## src/rtl/alu_seq_pkg.sv

```systemverilog
// Shared types and constants for the ALU op sequencer: FSM states, ALU
// opcodes, Type-C func bit positions and the all-ones escape code.
package alu_seq_pkg;

  typedef enum logic [1:0] {
    S_IDLE,
    S_EXEC,
    S_DONE
  } seq_state_t;

  localparam logic [2:0] OPC_ADD   = 3'b000;
  localparam logic [2:0] OPC_SUB   = 3'b001;
  localparam logic [2:0] OPC_AND   = 3'b010;
  localparam logic [2:0] OPC_OR    = 3'b011;
  localparam logic [2:0] OPC_NOT   = 3'b100;
  localparam logic [2:0] OPC_PASS  = 3'b101;
  localparam logic [2:0] OPC_MFROM = 3'b110;
  localparam logic [2:0] OPC_MUL   = 3'b111;

  localparam int FB_MOVETO   = 0;
  localparam int FB_MOVEFROM = 1;
  localparam int FB_ADD      = 2;
  localparam int FB_SUB      = 3;
  localparam int FB_AND      = 4;
  localparam int FB_OR       = 5;
  localparam int FB_NOT      = 6;
  localparam int FB_NOP      = 7;
  localparam int FB_MUL      = 8;

  // Escape code is all-ones at any opcode width; sliced down to OPC_W by users.
  localparam logic [7:0] TYPEC_ESC = 8'hFF;

  function automatic logic is_onehot9(input logic [8:0] f);
    return (f != 9'd0) && ((f & (f - 9'd1)) == 9'd0);
  endfunction

endpackage

```

## src/rtl/alu_func_decode.sv

```systemverilog
// Combinational Type-C decoder: maps aluOp/func to ALU opcode, flags and an
// illegal indication for zero, multi-hot or reserved-bit func codes.
module alu_func_decode
  import alu_seq_pkg::*;
#(
  parameter int OPC_W  = 3,
  parameter int FUNC_W = 9
) (
  input  logic [OPC_W-1:0]  op_class,
  input  logic [FUNC_W-1:0] func,
  output logic [OPC_W-1:0]  opc,
  output logic              no_op,
  output logic              move_to,
  output logic              multi,
  output logic              illegal
);

  localparam logic [OPC_W-1:0] TYPEC = TYPEC_ESC[OPC_W-1:0];

  logic [8:0] low_bits;
  logic       reserved_set;

  assign low_bits     = func[8:0];
  assign reserved_set = |(func >> 9);

  always_comb begin
    opc     = '0;
    no_op   = 1'b0;
    move_to = 1'b0;
    multi   = 1'b0;
    illegal = 1'b0;
    if (op_class != TYPEC) begin
      opc = op_class;
    end else if (!is_onehot9(low_bits) || reserved_set) begin
      illegal = 1'b1;
    end else begin
      // func is known one-hot here, so exactly one arm matches.
      case (1'b1)
        low_bits[FB_MOVETO]:   begin opc = OPC_W'(OPC_PASS); move_to = 1'b1; end
        low_bits[FB_MOVEFROM]: opc = OPC_W'(OPC_MFROM);
        low_bits[FB_ADD]:      opc = OPC_W'(OPC_ADD);
        low_bits[FB_SUB]:      opc = OPC_W'(OPC_SUB);
        low_bits[FB_AND]:      opc = OPC_W'(OPC_AND);
        low_bits[FB_OR]:       opc = OPC_W'(OPC_OR);
        low_bits[FB_NOT]:      opc = OPC_W'(OPC_NOT);
        low_bits[FB_NOP]:      begin opc = OPC_W'(OPC_PASS); no_op = 1'b1; end
        low_bits[FB_MUL]:      begin opc = OPC_W'(OPC_MUL); multi = 1'b1; end
        default:               illegal = 1'b1;
      endcase
    end
  end

endmodule

```

## src/rtl/alu_op_sequencer.sv

```systemverilog
// Registered ALU control sequencer: IDLE/EXEC/DONE handshake, multi-cycle MUL.
// Define ALU_SEQ_ILLEGAL_TRAP_EN for a sticky illegal flag and EXEC-skipping traps.
module alu_op_sequencer
  import alu_seq_pkg::*;
#(
  parameter int OPC_W   = 3,
  parameter int FUNC_W  = 9,
  parameter int MUL_CYC = 16,
  parameter int CNT_W   = $clog2(MUL_CYC)
) (
  input  logic              clk,
  input  logic              rst,
  input  logic              start,
  input  logic              flush,
  input  logic [OPC_W-1:0]  aluOp,
  input  logic [FUNC_W-1:0] func,
  output logic              ready,
  output logic [OPC_W-1:0]  aluOpc,
  output logic              noOp,
  output logic              moveTo,
  output logic              multi,
  output logic              aluEn,
  output logic [CNT_W-1:0]  step,
  output logic              done,
  output logic              illegal
);

  localparam logic [CNT_W-1:0] STEP_LAST = CNT_W'(MUL_CYC - 1);

  seq_state_t       state, state_next;
  logic [OPC_W-1:0] dec_opc;
  logic             dec_no_op, dec_move_to, dec_multi, dec_illegal;
  logic             op_illegal;
  logic             accept;
  logic             exec_last;

  alu_func_decode #(.OPC_W(OPC_W), .FUNC_W(FUNC_W)) u_decode (
    .op_class (aluOp),
    .func     (func),
    .opc      (dec_opc),
    .no_op    (dec_no_op),
    .move_to  (dec_move_to),
    .multi    (dec_multi),
    .illegal  (dec_illegal)
  );

  assign accept    = (state == S_IDLE) && start && !flush;
  assign exec_last = !multi || (step == STEP_LAST);

  always_ff @(posedge clk or posedge rst) begin
    if (rst) state <= S_IDLE;
    else     state <= state_next;
  end

  always_comb begin
    state_next = state;
    case (state)
      S_IDLE: begin
        if (accept) begin
`ifdef ALU_SEQ_ILLEGAL_TRAP_EN
          state_next = dec_illegal ? S_DONE : S_EXEC;
`else
          state_next = S_EXEC;
`endif
        end
      end
      S_EXEC:  if (exec_last) state_next = S_DONE;
      S_DONE:  state_next = S_IDLE;
      default: state_next = S_IDLE;
    endcase
    if (flush) state_next = S_IDLE;
  end

  assign ready = (state == S_IDLE);
  assign aluEn = (state == S_EXEC) && !noOp && !op_illegal;

  // done stays combinational so a pulse coinciding with flush is still visible.
`ifdef ALU_SEQ_ILLEGAL_TRAP_EN
  assign done = ((state == S_EXEC) && exec_last) || ((state == S_DONE) && op_illegal);
`else
  assign done = (state == S_EXEC) && exec_last;
`endif

  always_ff @(posedge clk or posedge rst) begin
    if (rst) begin
      aluOpc     <= '0;
      noOp       <= 1'b0;
      moveTo     <= 1'b0;
      multi      <= 1'b0;
      op_illegal <= 1'b0;
      step       <= '0;
    end else if (flush) begin
      aluOpc     <= '0;
      noOp       <= 1'b0;
      moveTo     <= 1'b0;
      multi      <= 1'b0;
      op_illegal <= 1'b0;
      step       <= '0;
    end else if (accept) begin
      aluOpc     <= dec_opc;
      noOp       <= dec_no_op;
      moveTo     <= dec_move_to;
      multi      <= dec_multi;
      op_illegal <= dec_illegal;
      step       <= '0;
    end else if ((state == S_EXEC) && multi && (step != STEP_LAST)) begin
      step <= step + CNT_W'(1);
    end
  end

`ifdef ALU_SEQ_ILLEGAL_TRAP_EN
  always_ff @(posedge clk or posedge rst) begin
    if (rst)                        illegal <= 1'b0;
    else if (accept && dec_illegal) illegal <= 1'b1;
  end
`else
  assign illegal = op_illegal;
`endif

endmodule

```

## config.mk

```make
export PLATFORM = sky130hd
export DESIGN_NAME = alu_op_sequencer
export DESIGN_NICKNAME = d
export VERILOG_FILES = /design/src/rtl/alu_seq_pkg.sv /design/src/rtl/alu_func_decode.sv /design/src/rtl/alu_op_sequencer.sv
export SDC_FILE = /design/constraint.sdc
export NUM_CORES = 1
export LEC_CHECK = 0
export CORE_MARGIN = 1
export CORE_UTILIZATION = 45
export CTS_CLUSTER_DIAMETER = 40
export DETAILED_ROUTE_END_ITERATION = 6
export DONT_BUFFER_PORTS = 1
export PLACE_DENSITY = 0.7
export SYNTH_ARGS = -nofsm -noshare
export SYNTH_HDL_FRONTEND = slang
export SYNTH_HIERARCHICAL = 1
export SYNTH_SLANG_ARGS = --single-unit
```

## constraint.sdc

```tcl
create_clock -name clk -period 1.8 [get_ports clk]
set_clock_uncertainty 0.15 [all_clocks]
set_input_delay 0.54 -clock clk [delete_from_list [all_inputs] [get_ports clk]]
set_output_delay 0.54 -clock clk [all_outputs]
set_load 0.1 [all_outputs]
```

======== Word-level counts from Yosys, hierarchy flattened ========
Cells that the tools add are included.
storage, ports and cells
  register bits after elaboration ......... 13
  latch bits .............................. 0
  bits in writable memories ............... 0
  memory bits (read-only) ................. 0
  input port bits ......................... 16
  output and inout port bits .............. 14
  logic and storage cells ................. 98
  memories ................................ 0
operators by class
  add/sub/neg operators ................... 2
  $mul .................................... 0
  divide/modulo/power cells ............... 0
  $lt $le $gt $ge ......................... 0
  equality and inequality tests ........... 6
  shifts and indexed selects .............. 0
  mux-type cells .......................... 63
  bitwise gates (word level) .............. 1
  reduce and logical (&&, ||, !) cells .... 19
operator list
  operator                                                                  number
  1-bit two-way mux                                                         43
  3-bit two-way mux                                                         13
  4-bit two-way mux                                                         3
  9-bit AND                                                                 1
  9-bit logical NOT                                                         1
  9-bit nonzero test                                                        1
  9-bit by 1-bit subtractor with 9-bit output (second input constant)       1
  1-bit logical AND                                                         8
  2-bit two-way mux                                                         3
  3-bit inequality test (second input constant)                             2
  4-bit by 1-bit adder with 4-bit output (second input constant)            1
  4-bit == test (second input constant)                                     1
  1-bit logical NOT                                                         4
  4-bit inequality test (second input constant)                             1
  2-bit one-hot mux with 2 select lines                                     1
  3-bit by 2-bit inequality test with 1-bit output (second input constant)  1
  3-bit nonzero test                                                        1
  2-bit by 1-bit == test with 1-bit output (second input constant)          1
  2-bit logical NOT                                                         1
  2-bit AND reduction                                                       1
  2-bit nonzero test                                                        1
  1-bit logical OR                                                          1

======== Depth between registers and ports, before layout ========
Gate-level depths: netlist (run 1).
  depth in word-level cells ............... 13
  mapped depth ............................ 7
  gate-level depth less buffers ........... 6

======== Cells and area by module ========
Netlist (run 1), hierarchy kept.
by module, submodules not included
  module            instances  cells each  area an instance (um^2)  seq. area each (um^2)
  alu_op_sequencer  1          67          636.9                    325.3
  alu_func_decode   1          51          352.8                    0.0

======== Worst setup path after synthesis (run 1) ========
OpenSTA, ideal clock, no wires.
  path kind ............................... register -> output
  start ................................... register step[0]
  end ..................................... output port done
  data arrival time ....................... 2.987 ns
  setup slack ............................. -1.877 ns
  cell stages (with the launch flop) ...... 4
  buffers on the path ..................... 0
  path through ............................ dfrtp_1 > ha_1 > nand3_1 > a21oi_1
on the way
  cells in the longest elaborated chain, start to end .. 3
RTL lines
  element                 line                     text
  start, declared         alu_op_sequencer.sv:23   output logic [CNT_W-1:0] step,
  start signal, assigned  alu_op_sequencer.sv:107  step <= step + CNT_W'(1);
  4-bit == test           alu_op_sequencer.sv:48   assign exec_last = !multi || (step == STEP_LAST);
  1-bit logical OR        alu_op_sequencer.sv:48
  1-bit logical AND       alu_op_sequencer.sv:81   assign done = (state == S_EXEC) && exec_last;
  end, declared           alu_op_sequencer.sv:24   output logic done,
Every way passes these cells.

======== Worst setup path after layout (run 1) ========
Ends and elaborated chain as after synthesis.

==> results of run 1 <==
## through the flow
stage | instance area, sq um | hold slack (ps) | util (%) | instances
after floorplan | 1074 | 266.8 | - | 118
after global placement | 1242 | 329.3 | 61.45 | 159
after detailed placement | 1242 | 334.4 | 61.45 | 159
after CTS | 1304 | 31.86 | 64.48 | 166
after global routing | 1319 | 57.54 | 65.22 | 167
final | 1319 | 24.10 | 65.22 | 167
## flip-flops by register name (all words and copies together), names as in the netlist
| register | cells |
|---|---|
| multi | 1 |
| noOp | 1 |
| state | 2 |
| step | 4 |
| illegal | 1 |
| moveTo | 1 |
| aluOpc | 3 |
## synth_stat cells (all sizes together)
cell type,number
inv,2
o31ai,5
nor4,3
o21ai,2
o211ai,6
or3,2
a211oi,1
a21oi,11
nor2,9
nand2b,1
ha,1
o21a,1
a31oi,3
and3b,1
nand3b,3
nor3,6
nand2,18
a31o,1
a2111o,1
and3,3
a2111oi,2
or3b,1
buf,4
or4,2
nand4b,1
o311a,1
nor2b,2
maj3,1
nor3b,2
dfrtp,13
nand4,1
clkbuf,3
nand3,5
## area by class of cell
cell class | instances | area share [%]
well taps | 27 | 2.562
inverters | 2 | 0.5693
multi-input cells | 96 | 51.52
flip-flops and latches | 13 | 26.00
clock buffers | 4 | 1.992
repair buffers | 25 | 17.36
## what timing repair did
action / 4_1_cts / 5_1_grt
setup buffers: 3 / 1
pin swaps: 5 / 2
setup endpoints to repair: 7 / 8
hold buffers: 0 / 0
endpoints found under the hold margin: 0 / 0
gates resized for setup: 3 / 3
gates cloned: 0 / 0
## power groups by stage
stage	Sequential, mW	Combinational (mW)	Clock, mW
3_3_place_gp	0.309	0.185	0
3_5_place_dp	0.309	0.187	0
4_1_cts	0.303	0.192	0.187
5_1_grt	0.304	0.207	0.207
2_1_floorplan	0.344	0.125	0
6_report	0.303	0.194	0.181
## critical path, cell delays in order, from the launching register on
cell and delay [ps]:
dfrtp_4 430, ha_4 160, nand3_4 90, a21oi_4 150, buf_12 190
## cell families after synthesis
| kind of cell | count (synthesis) | share of synthesized area, % |
|---|---|---|
| compound gates | 34 | 25.41 |
| buf+inv | 9 | 6.826 |
| fa+ha+maj | 2 | 2.275 |
| simple gates | 60 | 32.62 |
| flops | 13 | 32.87 |
## worst max-delay path by stage
stage,slack [ps],to,start,depth (start not counted)
after floorplan,-420,done,step[1],3
after global placement,-300,aluOpc[0],func[3],6
after detailed placement,-340,aluOpc[2],func[3],6
after CTS,-230,done,step[0],4
after global routing,-250,done,step[0],4
final,-190,done,step[0],4
## metal layers
layer  part of all wire [%]  GRT usage, %  vias to the layer above
met3                    8.9         6.854                        0
met5                      0             0                        -
met4                      0         2.941                        0
li1                       -             -                      492
met1                     47         31.13                      470
met2                     44         36.81                       41
==> results.json, run 1 <==
{
  "drv_cap": 0,
  "worstPathMaxFanout": 4,
  "required_ps": 1110,
  "cts_sinks": 13,
  "syn-num-nets": 135,
  "drt-total-wl_um": 2485,
  "p_per_area_mw_per_mm2": 514.2,
  "combPwrFrac_pct": 28.7,
  "layout_common_cells": "21 x buf_4, 18 x nand2_1, 8 x a21oi_1",
  "num_antenna_cells": 0,
  "final_common_cell": "buf_4",
  "dp_worst_setup_slack_ps": -343.8,
  "grtUsageTotal_pct": 22.93,
  "max_freq_mhz": 501.5,
  "setup-violations-final": 7,
  "violations": "negative setup slack",
  "finalCritPeriodShare_pct": 110.8,
  "area_growth_pct": 33.25,
  "hold_viol_final": 0,
  "routabilityCongestion": 0.8208,
  "p_int_mw": 0.4538,
  "layout_setup_ws_ps": -194.1,
  "cts_tree": "done",
  "drt_iter0_markers": 35,
  "gr-total-overflow": 0,
  "p_seq_share_pct": 44.7,
  "cp-end-kind": "output port",
  "clockBufferDepth": 2,
  "total_leakage_power_nw": 0.4953,
  "r2r-end": "step[3]",
  "ff2ff_setup_slack_ps": 110,
  "r2r-start": "state[0]",
  "grt_pass1_wl_um": 4333,
  "final-max-slew-violation-count": 0,
  "finalNetCount": 158,
  "start_kind": "flop",
  "swShare_pct": 33.08,
  "grt_max_degree": 14,
  "yosysTopAreaCell": "dfrtp_1",
  "seq_area_frac_synth_pct": 32.87,
  "fin_crit_ps": 1994,
  "rows": 16,
  "post-dp-hpwl_um": 1813,
  "maxSlewHeadroom_pct": 66.00,
  "yosysWarnings": 6,
  "worstSkewPairLatency_ps": 270,
  "worstRegToRegCells": 4,
  "netlist_area_sq_um": 989.7,
  "die_height_um": 48.90,
  "num_vias": 1003,
  "cts_made_buffers": 3,
  "multi_input_area_sq_um": 679.4,
  "ant_nets": 0,
  "firstDrtPassIters": 4,
  "start_util_pct": 48.95,
  "avgSynthCellArea_sq_um": 8.387,
  "tns_ps": -538.2,
  "fillers": 181,
  "crit_arrival_ps": 1300,
  "crit_type": "reg -> out",
  "die_x_um": 48.90,
  "ir_drop_v": 0.0003834,
  "yosysTopAreaCellShare_pct": 32.87,
  "viasPerCell": 6.006,
  "drive_above_1_share_pct": 37.86,
  "synth_area_leaders": "dfrtp_1 33%, nand2_1 6.8%, a21oi_1 5.6%, o211ai_1 4.6%, o31ai_1 3.8%",
  "drc": 0,
  "clockRootBuffer": "clkbuf_4",
  "p_clk_share_pct": 26.7,
  "worstMarginPinSlew_ps": 509.4,
  "core_sq_mm": 0.002022,
  "rsz0062_at_grt": "true",
  "io_buffers": 0,
  "dieArea_sq_mm": 0.002391,
  "switching_power_mw": 0.2244,
  "ys_seq_elements": 13,
  "ioPinCount": 30,
  "status": "complete, but fails checks",
  "synth.distinct_cells": 41,
  "syn_inst": 118,
  "htree_levels": 1,
  "seqCellArea_sq_um": 342.8,
  "p_total_mw": 0.6781,
  "antenna_found_initial": 0,
  "grt_pass1_vias": 946,
  "hold_class": "in -> async",
  "wl_per_cell_um": 14.88,
  "clk_pin_slew_ps": 80
}
(Power assumes the default switching activity.)
==> run 2: changes to the inputs <==
==> constraint.sdc (replaced) <==
create_clock -name clk -period 2.42 [get_ports clk]
set_clock_uncertainty 0.15 [all_clocks]
set_input_delay 0.726 -clock clk [delete_from_list [all_inputs] [get_ports clk]]
set_output_delay 0.726 -clock clk [all_outputs]
set_load 0.1 [all_outputs]
==> run 2 against run 1 <==
Effect of this change:
- the flow now finishes without violations
- sequential share of layout area rose by 3.0 points
- global-route usage fell by 0.68 points
- cell area fell by 11%
- utilization fell by 7.5 points
- routed wire length fell by 3.7%
- critical path depth fell by 1
- die area did not move
- clock power fell by 24%
- register-to-register slack improved by 610 ps
- clock-buffer cell count fell by 1
- sequential power fell by 25%
- critical endpoint is now aluEn
- largest cell class unchanged
==> results.json, run 2 (synthesis gave the netlist of run 1 again) <==
{
  "worstSkewPairLatency_ps": 280,
  "grt_pass1_vias": 910,
  "gr-total-overflow": 0,
  "hold_class": "in -> async",
  "design_area_sq_mm": 0.001167,
  "num_vias": 981,
  "crit_slowest_cell": "dfrtp_1",
  "required_ps": 1540,
  "max_freq_mhz": 430.7,
  "layout_common_cells": "18 x nand2_1, 12 x buf_4, 10 x a21oi_1",
  "crit_buf_inv": 1,
  "cts_tree": "done",
  "io_buffers": 0,
  "start_kind": "flop",
  "cts_sinks": 13,
  "p_clk_share_pct": 28.3,
  "final_common_cell": "nand2_1",
  "drc": 0,
  "cts_made_buffers": 3,
  "rsz0062_at_grt": "false",
  "wl_per_cell_um": 15.33,
  "worstPathMaxFanout": 7,
  "largest_reg_flops": 4,
  "viasPerCell": 6.288,
  "core_sq_mm": 0.002022,
  "worstMarginPinSlew_ps": 496.1,
  "antenna_found_initial": 0,
  "ir_drop_v": 0.0003214,
  "rows": 16,
  "ioPinCount": 30,
  "p_per_area_mw_per_mm2": 417.0,
  "num_antenna_cells": 0,
  "final_cells": 156,
  "area_growth_pct": 17.95,
  "hold_viol_final": 0,
  "finalNetCount": 147,
  "p_int_mw": 0.3198,
  "ant_nets": 0,
  "p_seq_share_pct": 46.6,
  "grt_max_degree": 14,
  "setup-violations-final": 0,
  "crit_family": "simple AND/OR/NAND/NOR gates",
  "finalCritPeriodShare_pct": 95.95,
  "combPwrFrac_pct": 25.1,
  "start_util_pct": 48.95,
  "placedCellCount": 152,
  "finalHoldWorstSlack_ps": 194.6,
  "largest-register": "step",
  "crit_type": "reg -> out",
  "crit_arrival_ps": 1450,
  "cp-end-kind": "output port",
  "routabilityCongestion": 0.8733,
  "fin_crit_ps": 2322,
  "drt_iter0_markers": 26,
  "swShare_pct": 34.29,
  "grt_pass1_wl_um": 4091,
  "maxSlewHeadroom_pct": 66.62,
  "dpl_cell_area_sq_mm": 0.001131,
  "switching_power_mw": 0.1669,
  "path_cells": "nand2b_2, nor3_4, buf_12",
  "tns_ps": 0,
  "cp_slowest_stage_delay_ps": 450,
  "status": "finished, final reports clean",
  "clockRootBuffer": "clkbuf_4",
  "die_height_um": 48.90,
  "drive_above_1_share_pct": 27.91,
  "final-max-slew-violation-count": 0,
  "drv_cap": 0,
  "grtUsageTotal_pct": 22.26,
  "post-dp-hpwl_um": 1825,
  "htree_levels": 1,
  "ff2ff_setup_slack_ps": 720,
  "firstDrtPassIters": 5,
  "dieArea_sq_mm": 0.002391,
  "drt-total-wl_um": 2392,
  "clk_pin_slew_ps": 80,
  "die_x_um": 48.90,
  "post_cts_buffers": 0,
  "clockBufferDepth": 2,
  "reg_top3": "step x4, aluOpc x3, state x2",
  "total_leakage_power_nw": 0.4348
}
run 2: cell count changes in the layout (fill, tap and decap cells not counted), sizes merged:
cell,change
clkbuf,-1
buf,-11
clkinv,+1
run 2: worst reg2reg max path: cells and delay by family (launching register included):
| family | cells | cell delay (ps) |
|---|---|---|
| compound gates | 1 | 140 |
| simple gates | 2 | 610 |
| flops | 1 | 480 |
| fa+ha+maj | 1 | 250 |
run 2: layout make-up:
type                    count  area [sq um]
clock buffers               3         22.52
clock inverters             1         5.005
fillers                   206         854.6
inverters                   2         7.507
multi-input cells          96         629.4
flip-flops and latches     13         339.1
well taps                  27         33.78
repair buffers             14         130.1
run 2: path summary, 6_finish.rpt:
path | startpoint | endpoint | cells after the start
worst max register to register | step[0] | step[0] | 4
max in group asynchronous | rst | step[0] | 1
worst min-delay path | rst | aluOpc[2] | 1
worst min register to register | state[1] | state[0] | 1
worst max-delay path | state[1] | aluEn | 3
min in group clk | flush | step[3] | 1
run 2: repair_timing:
action                                  4_1_cts  5_1_grt
endpoints found under the hold margin         0        0
endpoints found under the setup margin        0        2
gates resized for setup                       0        3
hold buffers                                  0        0
run 2: stage by stage:
step / util [%] / power [mW] / worst slack (ps)
2_1_floorplan: - / 0.3448 / -117.3
3_3_place_gp: 55.94 / 0.3516 / 107.7
3_5_place_dp: 55.94 / 0.3529 / 35.43
4_1_cts: 57.30 / 0.4918 / 32.81
5_1_grt: 57.74 / 0.5120 / 26.45
6_report: 57.74 / 0.4867 / 98.01
run 2: power groups by stage:
stage / clock network (mW) / logic (mW) / registers [mW]
after floorplan: 0 / 0.0902 / 0.255
after global placement: 0 / 0.121 / 0.231
after detailed placement: 0 / 0.122 / 0.231
after CTS: 0.143 / 0.122 / 0.227
after global routing: 0.153 / 0.130 / 0.228
final: 0.138 / 0.122 / 0.227
run 2: metal layers:
metal	vias to the layer above	wire (um)	track usage (%)	part of all wire [%]
met5	-	0	0	0
met4	0	18	5.882	0.75
met3	3	206	8.100	8.6
met2	40	1135	33.56	47
met1	471	1031	29.90	43
li1	467	-	-	-
==> run 3: changes to the inputs <==
==> constraint.sdc (replaced) <==
create_clock -name clk -period 2.6 [get_ports clk]
set_clock_uncertainty 0.15 [all_clocks]
set_input_delay 0.78 -clock clk [delete_from_list [all_inputs] [get_ports clk]]
set_output_delay 0.78 -clock clk [all_outputs]
set_load 0.1 [all_outputs]
==> run 3 against run 2 <==
Effect of this change:
- total power is 7.1% lower
- clock-buffer cell count unchanged
- worst setup slack better by 2.9 ps
- critical path type unchanged
- combinational power fell by 9%
- sequential power shrank 7%
- die area did not move
- highest routed layer is now met3
==> results.json, run 3 (synthesis gave the netlist of run 1 again) <==
{
  "reg_top3": "step x4, aluOpc x3, state x2",
  "max_freq_mhz": 400.2,
  "path_cells": "ha_1, nand3_1, a21oi_4, buf_4",
  "die_x_um": 48.90,
  "final_cells": 156,
  "finalNetCount": 147,
  "fin_crit_ps": 2499,
  "finalCritPeriodShare_pct": 96.12,
  "crit_arrival_ps": 1570,
  "drt_iter0_markers": 29,
  "viasPerCell": 6.237,
  "final-max-slew-violation-count": 0,
  "htree_levels": 1,
  "cts_resized": 0,
  "rows": 16,
  "required_ps": 1670,
  "total_leakage_power_nw": 0.4344,
  "start_util_pct": 48.95,
  "clockRootBuffer": "clkbuf_4",
  "postLayoutCoreUtil_pct": 56.62,
  "worstMarginPinSlew_ps": 533.4,
  "p_total_mw": 0.4522,
  "maxSlewHeadroom_pct": 64.40,
  "largest-register": "step",
  "tns_ps": 0,
  "dpl_cell_area_sq_mm": 0.001117,
  "grtUsageTotal_pct": 22.07,
  "ioPinCount": 30,
  "cp_slowest_stage_delay_ps": 410,
  "dieArea_sq_mm": 0.002391,
  "layout_setup_ws_ps": 101.0,
  "cts_tree": "done",
  "design_area_sq_mm": 0.001145,
  "ir_drop_v": 0.0003125,
  "post-dp-hpwl_um": 1876,
  "drt-total-wl_um": 2511,
  "worstPathMaxFanout": 4,
  "largest_reg_flops": 4,
  "core_sq_mm": 0.002022,
  "wl_per_cell_um": 16.10,
  "dp_worst_setup_slack_ps": 150.0,
  "num_vias": 973,
  "drive_above_1_share_pct": 24.81,
  "grt_pass1_vias": 918,
  "antenna_found_initial": 0,
  "firstDrtPassIters": 4,
  "crit_type": "reg -> out",
  "finalHoldWorstSlack_ps": 264.2,
  "clk_pin_slew_ps": 90,
  "p_per_area_mw_per_mm2": 395.0,
  "ant_nets": 0,
  "grt_max_degree": 14,
  "cts_made_buffers": 3,
  "area_growth_pct": 15.68,
  "gr-total-overflow": 0,
  "num_antenna_cells": 0,
  "cts_sinks": 13,
  "drc": 0,
  "setup-violations-final": 0,
  "clockBufferDepth": 2,
  "placedCellCount": 152,
  "worstSkewPairLatency_ps": 280,
  "crit_slowest_cell": "dfrtp_4",
  "die_height_um": 48.90,
  "hold_viol_final": 0,
  "rsz0062_at_grt": "false",
  "final_common_cell": "nand2_1",
  "cts_hold_buf": 0,
  "hold_class": "in -> async",
  "drv_cap": 0,
  "routabilityCongestion": 0.8799,
  "cp-end-kind": "output port",
  "status": "finished, final reports clean",
  "layout_common_cells": "18 x nand2_1, 13 x buf_4, 10 x a21oi_1",
  "grt_pass1_wl_um": 4098,
  "start_kind": "flop",
  "post_cts_buffers": 0,
  "io_buffers": 0
}
==> run 3: cell types whose count changed in the layout (fill, tap and decap cells not counted) <==
cell	before	now
buf_12	2	1
nand3_1	4	5
dfrtp_2	5	3
dfrtp_1	6	8
nand2b_2	1	0
nand2b_1	0	1
nand3_2	1	0
buf_4	12	13
==> run 3: final timing paths <==
| kind | startpoint | endpoint | slack (ps) | depth (start not counted) |
|---|---|---|---|---|
| worst max-delay path | step[0] | done | 100 | 4 |
| worst min-delay path | rst | illegal | 260 | 1 |
| worst max register to register | step[0] | step[0] | 880 | 4 |
| worst min register to register | state[1] | state[0] | 440 | 1 |
| max in group asynchronous | rst | step[1] | 1640 | 1 |
| min in group clk | flush | step[3] | 390 | 1 |
==> run 3: metal layers <==
metal	wire, um	up-vias	track usage [%]
li1	-	469	-
met1	1095	461	26.27
met2	1220	43	38.89
met3	195	0	7.788
met4	0	0	2.941
met5	0	-	0
==> run 3: where the power goes <==
group          internal [mW]  total (mW)  leakage, nW  switching, mW
clock network         0.0571       0.130       0.0177         0.0732
logic                 0.0312       0.111        0.247         0.0796
registers              0.206       0.211        0.170        0.00470
total                  0.295       0.452        0.434          0.158
==> run 3: worst max-delay path, delay by kind of cell, from the launching register on <==
| kind | cells | cell delay (ps) |
|---|---|---|
| and+or+nand+nor | 1 | 210 |
| buffers and inverters | 1 | 300 |
| DFF | 1 | 410 |
| AOI/OAI and AO/OA | 1 | 160 |
| adders and majority gates | 1 | 200 |
==> run 3: layout make-up <==
class | count | area (sq um)
sequential | 13 | 336.6
clock buffer | 3 | 22.52
fill | 195 | 877.1
inverter | 2 | 7.507
tap | 27 | 33.78
clock inverter | 1 | 5.005
timing repair buffer | 14 | 117.6
multi-input combinational | 96 | 621.8
